## config.mk

```make
export PLATFORM = sky130hd
export DESIGN_NAME = pipelined_subtractor
export DESIGN_NICKNAME = d
export VERILOG_FILES = /design/src/rtl/pipelined_subtractor.sv
export SDC_FILE = /design/constraint.sdc
export NUM_CORES = 1
export LEC_CHECK = 0
export CORE_ASPECT_RATIO = 0.5
export CORE_UTILIZATION = 25
export DETAILED_ROUTE_END_ITERATION = 8
export GPL_TIMING_DRIVEN = 0
export MAX_ROUTING_LAYER = met4
export PLACE_DENSITY = 0.42
export SYNTH_ARGS = -nofsm -noshare
export SYNTH_HDL_FRONTEND = slang
export SYNTH_SLANG_ARGS = --single-unit
```

## constraint.sdc

```tcl
create_clock -name Clock -period 8.9 [get_ports Clock]
set_clock_uncertainty 0.15 [all_clocks]
set_input_delay 2.225 -clock Clock [delete_from_list [all_inputs] [get_ports Clock]]
set_output_delay 2.225 -clock Clock [all_outputs]
set_load 0.02 [all_outputs]
```

## src/rtl/pipelined_subtractor.sv

```systemverilog
// Segmented ripple-borrow subtractor D = A - B - BI with a valid/ready pipeline.
// Define PSUB_DEBUG_EN to expose per-stage registers and the stall-hold check.
module pipelined_subtractor #(
  parameter int WIDTH  = 32,
  parameter int STAGES = 4
) (
  input  logic             Clock,
  input  logic             Reset,
  input  logic [WIDTH-1:0] A,
  input  logic [WIDTH-1:0] B,
  input  logic             BI,
  input  logic             InValid,
  output logic             InReady,
  output logic [WIDTH-1:0] D,
  output logic             BO,
  output logic             OutValid,
  input  logic             OutReady
`ifdef PSUB_DEBUG_EN
  ,
  output logic [WIDTH-1:0] D_debug [STAGES],
  output logic [STAGES-1:0] Bw_debug
`endif
);

  localparam int SLICE = WIDTH / STAGES;

  if ((WIDTH % STAGES) != 0 || STAGES < 2) begin : g_bad_cfg
    $error("pipelined_subtractor: WIDTH must be a multiple of STAGES >= 2");
  end

  logic [STAGES-1:0] vld_v;
  logic [STAGES-1:0] brw_v;
  logic [STAGES-1:0] rdy;
  logic [WIDTH-1:0]  wrd_v [STAGES];

  // Stage words shift right one slice per stage: remaining A bits sit low,
  // finished D slices enter at the top, so the last word is the full D.
  for (genvar g = 0; g < STAGES; g++) begin : st
    localparam int IN_W = WIDTH - g * SLICE;

    logic [WIDTH-1:0] w_src;
    logic [IN_W-1:0]  b_src;
    logic             b_in;
    logic             v_in;
    logic [SLICE:0]   diff;
    logic             vld;
    logic             brw;
    logic [WIDTH-1:0] wrd;

    if (g == 0) begin : g_head
      assign w_src = A;
      assign b_src = B;
      assign b_in  = BI;
      assign v_in  = InValid;
    end else begin : g_body
      assign w_src = wrd_v[g-1];
      assign b_src = st[g-1].g_rem.b_q;
      assign b_in  = brw_v[g-1];
      assign v_in  = vld_v[g-1];
    end

    // A stage may move when it, or anything downstream, has room.
    assign rdy[g] = OutReady | ~(&vld_v[STAGES-1:g]);

    assign diff = {1'b0, w_src[SLICE-1:0]}
                - {1'b0, b_src[SLICE-1:0]}
                - {{SLICE{1'b0}}, b_in};

    always_ff @(posedge Clock or posedge Reset) begin
      if (Reset) begin
        vld <= 1'b0;
        brw <= 1'b0;
        wrd <= '0;
      end else if (rdy[g]) begin
        vld <= v_in;
        if (v_in) begin
          wrd <= {diff[SLICE-1:0], w_src[WIDTH-1:SLICE]};
          brw <= diff[SLICE];
        end
      end
    end

    if (g < STAGES - 1) begin : g_rem
      logic [IN_W-SLICE-1:0] b_q;

      always_ff @(posedge Clock or posedge Reset) begin
        if (Reset) begin
          b_q <= '0;
        end else if (rdy[g] && v_in) begin
          b_q <= b_src[IN_W-1:SLICE];
        end
      end
    end

    assign vld_v[g] = vld;
    assign brw_v[g] = brw;
    assign wrd_v[g] = wrd;
  end

  assign InReady  = rdy[0];
  assign D        = wrd_v[STAGES-1];
  assign BO       = brw_v[STAGES-1];
  assign OutValid = vld_v[STAGES-1];

`ifdef PSUB_DEBUG_EN
  assign D_debug  = wrd_v;
  assign Bw_debug = brw_v;

  a_hold_valid: assert property (
    @(posedge Clock) disable iff (Reset)
    OutValid && !OutReady |=> OutValid
  ) else $error("pipelined_subtractor: OutValid dropped while stalled");
`endif

endmodule

```

==> results.ini <==
[logic_synthesis]
synthAdderAreaFrac=0.0979
async_reset_ff_frac=1.00
synth_top_family_by_area=multiplexers
yosysUniqueCellTypes=38
syn_nets=853
yosysWarnings=0
dominantRegCellSynth=dfrtp_1
synth_seq_cells=184
synth_area_um2=8790
yosys.area_share.simple=0.0511
synth.area.mux_share=0.186
ys_seq_area_frac=0.524
synth_edf_count=0
synth-compound-area-share=0.0540
syn_inst=720
syn_area_per_cell_um2=12.2
synth-xor-area-share=0.0289

[power_and_ir_drop]
p_leak_nw=4.94
power_density_nw_per_um2=309
peakVddDrop_mv=0.128
finalPower_w=0.00340

[global_routing]
antenna_found_initial=0
grt_max_degree=127
grtUsageTotal=0.114
grt_pass1_wl_um=30800
grt_pass1_vias=5787
grt-ovfl-total=0

[layout]
antennaDiodeCount=0
layout.nets=976
layout-drive-gt1-share=0.226
finish.utilization=0.318
fin_area_um2=11000
layout.cells.non_filler=1330
syn_to_final_growth_pct=25.1
fill_cells=3501

[worst_setup_path]
cp-end-kind=output pin
cp_max_fo=4
crit_arrival_ns=3.86
cp-start-kind=primary input
path_buf_inv=2
slowest_stage=clkdlybuf4s50_1
cp.required_ns=6.53
crit_family=buffers and inverters
crit_type=primary input to output pin
cp_slowest_stage_delay_ns=0.56
crit_path_frequent_cell=clkdlybuf4s50_1
path_cells=clkdlybuf4s50_1, nand4b_2, or2_2, clkdlybuf4s50_1

[placed_design]
placed_cells=1299
io_buffer_count=103
place.gp.congestion=0.716
dpl_cell_area_um2=10500
dp_hpwl_um=13600

[timing]
rsz0062_at_grt=no
setup_viol=0
finalCritPeriodShare=0.700
relSlewSlack=0.563
hold_viol_final=0
period_minus_slack_ns=6.23
tightestPinTransition_ns=0.655
holdWs_ns=0.327
maxSlewViolCount=0
fmax_ghz=0.160

[clock_tree]
path_clk_slew_ns=0.06
hold_buffers=0
post_cts_buffers=0
cts-htree-levels=4
cts_tree=yes
cts_buffers=17
cts_sinks=184
clockBufferDepth=2
cts_resized=0
clock_latency_ns=0.42
clock-root-buffer=clkbuf_16

[routing]
met2_length_um=8830
drc=0
avgRoutedWirePerCell_um=13.9
viasPerCell=4.05
vias=5380
drt-total-wl_um=18500
met3WireLength_um=421
antenna_left=0
top_layer_used=met4
drtIter0Drc=230
drt_first_pass_iters=4
met1_length_um=9110

[outcome]
status=complete, no violations

[die]
pin_count=104
core_area_um2=34500
num_rows=48
initial_core_util=0.255
die_h_um=135
dieArea_um2=36000
chipWidth_um=267

[worst_hold_path]
hold_class=register to register

[job]
max_cap_violations=0

## report_power, final
part           internal (W)  switching (W)  total, W
Clock              0.000374       0.000338  0.000712
Sequential          0.00112       0.000156   0.00128
Combinational      0.000706       0.000703   0.00141
Total               0.00220        0.00120   0.00340
## path summary, 6_finish.rpt
check | slack, ns | startpoint | cells past startpoint | end
setup / recovery | 2.67 | OutReady | 4 | InReady
hold / removal | 0.33 | st[1].wrd[28] | 2 | st[1].wrd[28]
setup reg to reg | 6.49 | st[2].brw | 9 | D[31]
hold reg to reg | 0.33 | st[1].wrd[28] | 2 | st[1].wrd[28]
max in group asynchronous | 5.54 | Reset | 3 | st[1].wrd[28]
min in group asynchronous | 2.08 | Reset | 2 | st[0].g_rem.b_q[10]
## final cells by class
cell class / count / area (µm²) / area share
flip-flops and latches: 184 / 4600 / 0.419
clock buffers: 19 / 453 / 0.0412
clock inverters: 12 / 93.8 / 0.00853
plain buffers: 23 / 150 / 0.0137
well taps: 475 / 594 / 0.0540
multi-input cells: 416 / 3670 / 0.334
repair buffers: 104 / 1060 / 0.0963
inverters: 97 / 372 / 0.0338
## through the flow
step	TNS [ns]	setup WS [ns]
after floorplan	0	1.52
after global placement	-214.50	-1.18
after detailed placement	0	2.63
after CTS	0	2.63
after global routing	0	2.62
final	0	2.67
## cell families after synthesis
group                    after synthesis
XOR/XNOR                              29
multiplexers                         145
buffers and inverters                120
AND/OR/NAND/NOR                       99
flip-flops                           184
adder cells (fa/ha/maj)               64
AO/OA/AOI/OAI                         79
## Yosys cell counts (2+ instances only)
cell type / n / area share
dfrtp_1: 184 / 0.52
mux2_2: 129 / 0.17
inv_1: 97 / 0.041
ha_1: 56 / 0.080
nand2_1: 56 / 0.024
o21ai_0: 39 / 0.022
mux2_1: 16 / 0.020
xor2_1: 16 / 0.016
a21oi_1: 14 / 0.0080
xnor2_1: 13 / 0.013
buf_2: 12 / 0.0068
nor2_1: 12 / 0.0051
o211ai_1: 9 / 0.0077
fa_1: 8 / 0.018
buf_4: 7 / 0.0060
nor3_1: 7 / 0.0040
nor2b_1: 5 / 0.0036
and3_1: 4 / 0.0028
nand3_1: 4 / 0.0023
a31oi_1: 3 / 0.0021
buf_6: 3 / 0.0038
nand2b_1: 3 / 0.0021
a211oi_1: 2 / 0.0017
a211oi_2: 2 / 0.0028
a21o_1: 2 / 0.0017
a31o_2: 2 / 0.0020
and2_1: 2 / 0.0014
o21ai_1: 2 / 0.0011
or2_2: 2 / 0.0014
## flip-flops by register name, indices dropped and copies added (netlist names)
name	flops
st.wrd	96
BO	1
st.g_rem.b_q	48
OutValid	1
st.brw	3
st.vld	3
D	32
## placed cells by master (no fill, tap or decap), types with 4 or more instances in the layout
cell type and count:
a21oi_1 14, and3_1 4, buf_2 12, buf_4 7
clkbuf_16 17, clkdlybuf4s50_1 103, clkinv_4 4, dfrtp_1 184
fa_1 8, ha_1 56, inv_1 96, mux2_1 16
mux2_2 129, nand2_1 56, nand3_1 4, nor2_1 12
nor2b_1 5, nor3_1 7, o211ai_1 9, o21ai_0 39
xnor2_1 13, xor2_1 16
## worst reg2reg max path: stages, from the launching register on
cell and delay (ns):
dfrtp_1 0.35, inv_1 0.06, fa_1 0.56, inv_1 0.05, ha_1 0.19, o211ai_1 0.25, o211ai_1 0.16, a31oi_1 0.22
xor2_1 0.19, o21ai_0 0.10
## layer usage
metal | vias up | global-route usage
li1 | 2658 | -
met1 | 2663 | 0.148
met2 | 49 | 0.184
met3 | 10 | 0.0226
met4 | 0 | 0.0268
met5 | - | -
Note: power is estimated with default switching activity, not from simulation.
